[src/rtl/ray_frame_scheduler_pkg.sv]
// Shared types and defaults for the ray-casting frame pipeline: FSM states,
// camera word type and column-index sizing helper.
package ray_frame_scheduler_pkg;

    localparam int SCREEN_WIDTH_DEF = 320;
    localparam int N_DEF            = 24;

    // Camera snapshot word slots, in port order.
    localparam int CAM_WORDS   = 6;
    localparam int CAM_POS_X   = 0;
    localparam int CAM_POS_Y   = 1;
    localparam int CAM_DIR_X   = 2;
    localparam int CAM_DIR_Y   = 3;
    localparam int CAM_PLANE_X = 4;
    localparam int CAM_PLANE_Y = 5;

    typedef enum logic [1:0] {
        ST_IDLE  = 2'd0,
        ST_LATCH = 2'd1,
        ST_ISSUE = 2'd2,
        ST_DRAIN = 2'd3
    } sched_state_t;

    typedef logic signed [N_DEF-1:0] cam_word_t;

    function automatic int col_width(input int width);
        return (width > 1) ? $clog2(width) : 1;
    endfunction

endpackage

[src/rtl/ray_frame_scheduler_if.sv]
// Column-request handshake plus the frame-latched camera snapshot that
// travels with every request to the ray-calculation stage.
interface ray_frame_scheduler_if
    import ray_frame_scheduler_pkg::*;
#(
    parameter int SCREEN_WIDTH = SCREEN_WIDTH_DEF,
    parameter int N            = N_DEF
);
    localparam int COL_W = col_width(SCREEN_WIDTH);

    logic             col_valid_out;
    logic             col_ready_in;
    logic [COL_W-1:0] col_out;
    logic             col_last_out;
    logic [N-1:0]     pos_x_out;
    logic [N-1:0]     pos_y_out;
    logic [N-1:0]     dir_x_out;
    logic [N-1:0]     dir_y_out;
    logic [N-1:0]     plane_x_out;
    logic [N-1:0]     plane_y_out;

    modport master (
        output col_valid_out, col_out, col_last_out,
        output pos_x_out, pos_y_out, dir_x_out, dir_y_out, plane_x_out, plane_y_out,
        input  col_ready_in
    );

    modport slave (
        input  col_valid_out, col_out, col_last_out,
        input  pos_x_out, pos_y_out, dir_x_out, dir_y_out, plane_x_out, plane_y_out,
        output col_ready_in
    );

endinterface

[src/rtl/ray_frame_scheduler_sat_counter.sv]
// Up-counter that sticks at all-ones instead of wrapping; clear has priority
// over increment.
module ray_frame_scheduler_sat_counter #(
    parameter int WIDTH = 8
) (
    input  logic             clk,
    input  logic             srst,
    input  logic             i_clr,
    input  logic             i_inc,
    output logic [WIDTH-1:0] o_count
);

    logic [WIDTH-1:0] r_count;

    always_ff @(posedge clk) begin
        if (srst) begin
            r_count <= '0;
        end else if (i_clr) begin
            r_count <= '0;
        end else if (i_inc && (r_count != {WIDTH{1'b1}})) begin
            r_count <= r_count + 1'b1;
        end
    end

    assign o_count = r_count;

endmodule

[src/rtl/ray_frame_scheduler.sv]
// Per-frame column issuer: latches the camera on frame_go, streams column
// requests 0..SCREEN_WIDTH-1, then waits for render_done or a drain timeout.
module ray_frame_scheduler
    import ray_frame_scheduler_pkg::*;
#(
    parameter int SCREEN_WIDTH  = SCREEN_WIDTH_DEF,
    parameter int N             = N_DEF,
    parameter int DRAIN_TIMEOUT = 1 << 20
) (
    input  logic         pixel_clk_in,
    input  logic         rst_in,
    input  logic         enable_in,
    input  logic         frame_go_in,
    input  logic [N-1:0] pos_x_in,
    input  logic [N-1:0] pos_y_in,
    input  logic [N-1:0] dir_x_in,
    input  logic [N-1:0] dir_y_in,
    input  logic [N-1:0] plane_x_in,
    input  logic [N-1:0] plane_y_in,
    input  logic         render_done_in,
    ray_frame_scheduler_if.master col_if,
    output logic         busy_out,
    output logic [7:0]   skipped_out,
    output logic         timeout_err_out,
    output logic         stray_done_err_out
);

    localparam int               COL_W    = col_width(SCREEN_WIDTH);
    localparam int               DRAIN_W  = $clog2(DRAIN_TIMEOUT + 1);
    localparam logic [COL_W-1:0] LAST_COL = COL_W'(SCREEN_WIDTH - 1);

    sched_state_t     r_state;
    sched_state_t     w_state_next;
    logic [COL_W-1:0] r_col;
    logic [COL_W-1:0] w_col_next;
    logic             r_valid;
    logic             r_last;
    logic             r_busy;
    logic             r_timeout_err;
    logic             r_stray_err;
    logic             w_latch;
    logic             w_timeout;
    logic [DRAIN_W-1:0] w_drain_cnt;

    logic [CAM_WORDS-1:0][N-1:0] w_cam_in;
    logic [CAM_WORDS-1:0][N-1:0] w_cam_q;

    assign w_cam_in[CAM_POS_X]   = pos_x_in;
    assign w_cam_in[CAM_POS_Y]   = pos_y_in;
    assign w_cam_in[CAM_DIR_X]   = dir_x_in;
    assign w_cam_in[CAM_DIR_Y]   = dir_y_in;
    assign w_cam_in[CAM_PLANE_X] = plane_x_in;
    assign w_cam_in[CAM_PLANE_Y] = plane_y_in;

    // The snapshot only moves in LATCH, so ray stages see one coherent camera per frame.
    genvar gi;
    generate
        for (gi = 0; gi < CAM_WORDS; gi++) begin : g_cam
            logic [N-1:0] r_word;
            always_ff @(posedge pixel_clk_in) begin
                if (rst_in) begin
                    r_word <= '0;
                end else if (w_latch) begin
                    r_word <= w_cam_in[gi];
                end
            end
            assign w_cam_q[gi] = r_word;
        end
    endgenerate

    always_comb begin
        w_state_next = r_state;
        w_col_next   = r_col;
        w_latch      = 1'b0;
        w_timeout    = 1'b0;
        case (r_state)
            ST_IDLE: begin
                if (frame_go_in && enable_in) begin
                    w_state_next = ST_LATCH;
                end
            end
            ST_LATCH: begin
                w_latch      = 1'b1;
                w_col_next   = '0;
                w_state_next = ST_ISSUE;
            end
            ST_ISSUE: begin
                if (col_if.col_ready_in) begin
                    if (r_col == LAST_COL) begin
                        w_state_next = ST_DRAIN;
                    end else begin
                        w_col_next = r_col + 1'b1;
                    end
                end
            end
            ST_DRAIN: begin
                // A done pulse wins over a timeout landing on the same cycle.
                if (render_done_in) begin
                    w_state_next = ST_IDLE;
                end else if (w_drain_cnt == DRAIN_W'(DRAIN_TIMEOUT - 1)) begin
                    w_state_next = ST_IDLE;
                    w_timeout    = 1'b1;
                end
            end
            default: begin
                w_state_next = ST_IDLE;
            end
        endcase
    end

    always_ff @(posedge pixel_clk_in) begin
        if (rst_in) begin
            r_state       <= ST_IDLE;
            r_col         <= '0;
            r_valid       <= 1'b0;
            r_last        <= 1'b0;
            r_busy        <= 1'b0;
            r_timeout_err <= 1'b0;
            r_stray_err   <= 1'b0;
        end else begin
            r_state <= w_state_next;
            r_col   <= w_col_next;
            r_valid <= (w_state_next == ST_ISSUE);
            r_last  <= (w_state_next == ST_ISSUE) && (w_col_next == LAST_COL);
            r_busy  <= (w_state_next != ST_IDLE);
            if (w_timeout) begin
                r_timeout_err <= 1'b1;
            end
            if (render_done_in && (r_state != ST_DRAIN)) begin
                r_stray_err <= 1'b1;
            end
        end
    end

    ray_frame_scheduler_sat_counter #(
        .WIDTH (8)
    ) u_skip_cnt (
        .clk     (pixel_clk_in),
        .srst    (rst_in),
        .i_clr   (1'b0),
        .i_inc   (frame_go_in && (r_state != ST_IDLE)),
        .o_count (skipped_out)
    );

    // Held at zero outside DRAIN so each drain window starts counting from zero.
    ray_frame_scheduler_sat_counter #(
        .WIDTH (DRAIN_W)
    ) u_drain_cnt (
        .clk     (pixel_clk_in),
        .srst    (rst_in),
        .i_clr   (r_state != ST_DRAIN),
        .i_inc   (r_state == ST_DRAIN),
        .o_count (w_drain_cnt)
    );

    assign col_if.col_valid_out = r_valid;
    assign col_if.col_out       = r_col;
    assign col_if.col_last_out  = r_last;
    assign col_if.pos_x_out     = w_cam_q[CAM_POS_X];
    assign col_if.pos_y_out     = w_cam_q[CAM_POS_Y];
    assign col_if.dir_x_out     = w_cam_q[CAM_DIR_X];
    assign col_if.dir_y_out     = w_cam_q[CAM_DIR_Y];
    assign col_if.plane_x_out   = w_cam_q[CAM_PLANE_X];
    assign col_if.plane_y_out   = w_cam_q[CAM_PLANE_Y];

    assign busy_out           = r_busy;
    assign timeout_err_out    = r_timeout_err;
    assign stray_done_err_out = r_stray_err;

endmodule

[src/flat_wrapper.sv]
// flat-port wrapper written by rule: the top's interface ports become plain ports
module ray_frame_scheduler_flat import ray_frame_scheduler_pkg::*;
#(
    parameter int SCREEN_WIDTH  = SCREEN_WIDTH_DEF,
    parameter int N             = N_DEF,
    parameter int DRAIN_TIMEOUT = 1 << 20
)
  (pixel_clk_in, rst_in, enable_in, frame_go_in, pos_x_in, pos_y_in, dir_x_in, dir_y_in, plane_x_in, plane_y_in, render_done_in, busy_out, skipped_out, timeout_err_out, stray_done_err_out, col_if_col_valid_out, col_if_col_out, col_if_col_last_out, col_if_pos_x_out, col_if_pos_y_out, col_if_dir_x_out, col_if_dir_y_out, col_if_plane_x_out, col_if_plane_y_out, col_if_col_ready_in);
  ray_frame_scheduler_if #(.SCREEN_WIDTH(SCREEN_WIDTH), .N(N)) col_if_i ();
  input  logic pixel_clk_in;
  input  logic rst_in;
  input  logic enable_in;
  input  logic frame_go_in;
  input  logic [N-1:0] pos_x_in;
  input  logic [N-1:0] pos_y_in;
  input  logic [N-1:0] dir_x_in;
  input  logic [N-1:0] dir_y_in;
  input  logic [N-1:0] plane_x_in;
  input  logic [N-1:0] plane_y_in;
  input  logic render_done_in;
  output logic busy_out;
  output logic [7:0] skipped_out;
  output logic timeout_err_out;
  output logic stray_done_err_out;
  output wire logic [$bits(col_if_i.col_valid_out)-1:0] col_if_col_valid_out;
  output wire logic [$bits(col_if_i.col_out)-1:0] col_if_col_out;
  output wire logic [$bits(col_if_i.col_last_out)-1:0] col_if_col_last_out;
  output wire logic [$bits(col_if_i.pos_x_out)-1:0] col_if_pos_x_out;
  output wire logic [$bits(col_if_i.pos_y_out)-1:0] col_if_pos_y_out;
  output wire logic [$bits(col_if_i.dir_x_out)-1:0] col_if_dir_x_out;
  output wire logic [$bits(col_if_i.dir_y_out)-1:0] col_if_dir_y_out;
  output wire logic [$bits(col_if_i.plane_x_out)-1:0] col_if_plane_x_out;
  output wire logic [$bits(col_if_i.plane_y_out)-1:0] col_if_plane_y_out;
  input wire logic [$bits(col_if_i.col_ready_in)-1:0] col_if_col_ready_in;
  assign col_if_col_valid_out = col_if_i.col_valid_out;
  assign col_if_col_out = col_if_i.col_out;
  assign col_if_col_last_out = col_if_i.col_last_out;
  assign col_if_pos_x_out = col_if_i.pos_x_out;
  assign col_if_pos_y_out = col_if_i.pos_y_out;
  assign col_if_dir_x_out = col_if_i.dir_x_out;
  assign col_if_dir_y_out = col_if_i.dir_y_out;
  assign col_if_plane_x_out = col_if_i.plane_x_out;
  assign col_if_plane_y_out = col_if_i.plane_y_out;
  assign col_if_i.col_ready_in = col_if_col_ready_in;
  ray_frame_scheduler #(.SCREEN_WIDTH(SCREEN_WIDTH), .N(N), .DRAIN_TIMEOUT(DRAIN_TIMEOUT)) u_core (.pixel_clk_in(pixel_clk_in), .rst_in(rst_in), .enable_in(enable_in), .frame_go_in(frame_go_in), .pos_x_in(pos_x_in), .pos_y_in(pos_y_in), .dir_x_in(dir_x_in), .dir_y_in(dir_y_in), .plane_x_in(plane_x_in), .plane_y_in(plane_y_in), .render_done_in(render_done_in), .col_if(col_if_i), .busy_out(busy_out), .skipped_out(skipped_out), .timeout_err_out(timeout_err_out), .stray_done_err_out(stray_done_err_out));
endmodule
[config.mk]
export PLATFORM = sky130hd
export DESIGN_NAME = ray_frame_scheduler_flat
export DESIGN_NICKNAME = d
export VERILOG_FILES = /design/src/rtl/ray_frame_scheduler_pkg.sv /design/src/rtl/ray_frame_scheduler_if.sv /design/src/rtl/ray_frame_scheduler_sat_counter.sv /design/src/rtl/ray_frame_scheduler.sv /design/src/flat_wrapper.sv
export SDC_FILE = /design/constraint.sdc
export NUM_CORES = 1
export LEC_CHECK = 0
export ABC_CLOCK_PERIOD_IN_PS = 2200
export BUFFER_PORTS_ARGS = -buffer_cell sky130_fd_sc_hd__buf_2
export CORE_MARGIN = 2
export CORE_UTILIZATION = 48
export DETAILED_ROUTE_END_ITERATION = 6
export PLACE_DENSITY_LB_ADDON = 0.25
export RECOVER_POWER = 50
export SLEW_MARGIN = 15
export SYNTH_ARGS = -nofsm -noshare
export SYNTH_HDL_FRONTEND = slang
export SYNTH_HIERARCHICAL = 1
export SYNTH_SLANG_ARGS = --single-unit
[constraint.sdc]
create_clock -name pixel_clk_in -period 2.2 [get_ports pixel_clk_in]
set_clock_uncertainty 0.1 [all_clocks]
set_input_delay 0.33 -clock pixel_clk_in [delete_from_list [all_inputs] [get_ports pixel_clk_in]]
set_output_delay 0.33 -clock pixel_clk_in [all_outputs]
set_load 0.005 [all_outputs]
==> flow_summary.yaml <==
yosys:
  ys_seq_area_share_pct: 50.2
  ys.flop_type: "dfxtp_1"
  synthAdderAreaFrac_pct: 1.16
  synth_compound_area_share_pct: 5.84
  ys_warn_count: 6
  synth_edf_count: 0
  synth.distinct_cells: 60
  synthArstFlopShare_pct: 0
  synth_most_common_cell: "dfxtp_1"
  synthXorXnorAreaFrac_pct: 1.63
  synthMuxAreaShare_pct: 19.6
  synth_top_family_by_area: "multiplexers"
  yosysTopAreaCell: "dfxtp_1"
  syn_area_mm2: 0.00754
  synth_seq_cells: 189
  synth_cells: 757
  synth_area_leaders: "dfxtp_1, mux2i_1, nor2_1"
  synth_top_area_share_pct: 50.2
  synthTopCellsByCount: "dfxtp_1, nor2_1, mux2i_1"
  avgSynthCellArea_um2: 9.96
  yosys.area_share.simple_pct: 18.3
layout:
  n_fill_cell: 1383
  drive_above_1_share_pct: 23.2
  nNetsFinal: 1224
  final_cells: 1292
  syn_to_final_growth_pct: 29.2
sta:
  hold_viol: 0
  fin_tns_setup_ns: 0
  period_minus_slack_ns: 2.13
  fin_ws_ns: 0.0734
  rsz0062_at_grt: "no"
  fmax_mhz: 470
  timing.final.crit_share_pct: 96.7
  max_slew.worst_pin.slew_ns: 0.817
  relSlewSlack_pct: 45.6
  drv_slew: 0
  setup_viol: 0
placed_design:
  place_ws_ns: -0.0186
  gp_congestion: 0.821
  dp.cells: 1259
  io_buffer_count: 315
  place_hpwl_um: 14500
global_routing:
  grtUsageTotal_pct: 22.8
  grt-ovfl-total: 0
  grt_pass1_vias: 6044
  grt_pass1_wl_um: 29900
  grt_max_degree: 79
  antenna_found_initial: 1
worst_setup_path:
  crit_chain: "inv_1 -> ha_4 -> and4_1 -> a21oi_1 -> a31o_2 -> a2111oi_2 -> and4b_1"
  critPathArrivalTime_ns: 2.39
  critPathMaxFanout: 11
  critPathRequiredTime_ns: 2.47
  cp-start-kind: "flip-flop"
  critPathKind: "reg2reg"
  crit_slowest_cell: "dfxtp_1"
  crit_family: "compound AO/OA/AOI/OAI gates"
  cp_slowest_stage_delay_ns: 0.40
  critPathCaptureType: "flip-flop"
  worst-path-buf-inv: 1
floorplan:
  chipWidth_um: 129
  num_rows: 45
  start_util_pct: 49.4
  io_pins: 316
  core_area_mm2: 0.0153
  dieArea_mm2: 0.0167
  die_h_um: 129
power_and_ir_drop:
  comb_power_share_pct: 10.5
  clkPwrFrac_pct: 40.2
  p_int_mw: 5.50
  seqPwrFrac_pct: 49.3
  p_switching_mw: 1.88
  p_total_mw: 7.39
  netSwitchingFraction_pct: 25.5
  p_leak_nw: 3.92
  p_per_area_mw_per_mm2: 758
  ir_drop_mv: 0.680
cts:
  path_clk_slew_ns: 0.07
  htreeDepth: 4
  post_cts_buffers: 0
  clock_latency_ns: 0.43
  clockBufferDepth: 2
  cts-root-buf: "clkbuf_16"
  hold_buffers: 0
  cts_tree: "built"
  cts_buffers: 17
  cts_num_sinks: 189
drt:
  route.vias.total: 6530
  drc: 0
  drt-total-wl_um: 19900
  final_antenna_net_count: 0
  viasPerCell: 5.05
  firstDrtPassIters: 5
  drt_iter0_markers: 289
  routedWlPerCell_um: 15.4
outcome:
  outcome: "complete, no violations"
hold_path:
  hp-class: "in2reg"
run:
  cap_violations: 0
==> worst paths after layout <==
kind,endpoint,slack (ns),cells after the start,start
setup / recovery,u_core/col_if.col_last_out$_SDFF_PP0_,0.07,7,u_core/r_state[1]$_SDFF_PP0_
hold / removal,u_core/col_if.pos_x_out[14]$_SDFFE_PP0P_,0.03,3,pos_x_in[14]
setup reg to reg,u_core/col_if.col_last_out$_SDFF_PP0_,0.07,7,u_core/r_state[1]$_SDFF_PP0_
hold reg to reg,u_core/col_if.dir_x_out[12]$_SDFFE_PP0P_,0.39,2,u_core/col_if.dir_x_out[12]$_SDFFE_PP0P_
==> stage by stage <==
stage               hold slack [ns]  area, um2  util [%]
global route                 0.0132       9750      63.9
floorplan                     0.305       7560         -
finish                       0.0284       9750      63.9
CTS                          0.0139       9910      64.9
global placement              0.346       9330      61.2
detailed placement            0.373       9330      61.2
==> layer usage <==
layer	GRT usage (%)	wire (um)	part of all wire, %	vias up
li1	-	-	-	3244
met1	27.3	8170	41	3040
met2	38.0	9840	50	217
met3	8.38	1430	7.2	29
met4	7.86	431	2.2	0
met5	0	0	0	-
==> power groups by stage <==
stage                     Sequential [mW]  Combinational (mW)  Clock, mW
after global routing                 3.66               0.854       3.18
after floorplan                      3.73               0.415          0
after global placement               3.71               0.791          0
after detailed placement             3.71               0.806          0
after CTS                            3.64               0.810       3.04
final                                3.64               0.775       2.97
==> cell usage in the layout, fill, tap and decap left out, types with 9 or more instances in the layout <==
cell | Yosys | routed
xnor2_1 | 10 | 10
buf_2 | 18 | 185
inv_1 | 10 | 10
buf_4 | 3 | 11
and4_1 | 9 | 9
nand4_1 | 14 | 14
clkbuf_16 | 0 | 17
clkbuf_1 | 18 | 129
dfxtp_1 | 189 | 189
mux2i_1 | 148 | 148
a21oi_1 | 16 | 16
nor2_1 | 170 | 170
a31oi_1 | 9 | 9
nand3_1 | 13 | 13
o21ai_0 | 10 | 10
nand2_1 | 26 | 26
==> state kept, by name, indices dropped and copies added (netlist names), 8 cells and up <==
register and cells:
u_core/col_if.dir_x_out 24, u_core/col_if.dir_y_out 24, u_core/col_if.plane_x_out 24, u_core/col_if.plane_y_out 24, u_core/col_if.pos_x_out 24, u_core/col_if.pos_y_out 24, u_core/u_drain_cnt/o_count 21, u_core/col_if.col_out 9
u_core/u_skip_cnt/o_count 8
==> tightest hold or removal path: stages <==
cell and delay, ns:
buf_2 0.07, mux2i_1 0.05, nor2_1 0.07
==> layout make-up <==
cell class                 instances  area, um2  area share (%)
antenna                            1       2.50          0.0257
tap                              211        264            2.71
clock buffer                      19        453            4.65
clock inverter                    13        119            1.22
multi-input combinational        521       3560            36.5
sequential                       189       3780            38.8
timing repair buffer             328       1530            15.7
inverter                          10       37.5           0.385
==> cells by family (layout without fill, tap and decap cells) <==
kind of cell	Yosys count	count (layout)
and+or+nand+nor	287	287
other	1	7
xor gates and xnor gates	14	14
AOI/OAI and AO/OA	59	59
buffers and inverters	52	370
adders and majority gates	7	7
muxes	148	148
DFF	189	189
==> what timing repair did <==
action                     4_1_cts  5_1_grt
gates resized for setup          1        1
setup endpoints to repair        1        1
pin swaps                        0        0
No activity file was read; power rests on OpenSTA's default activity.
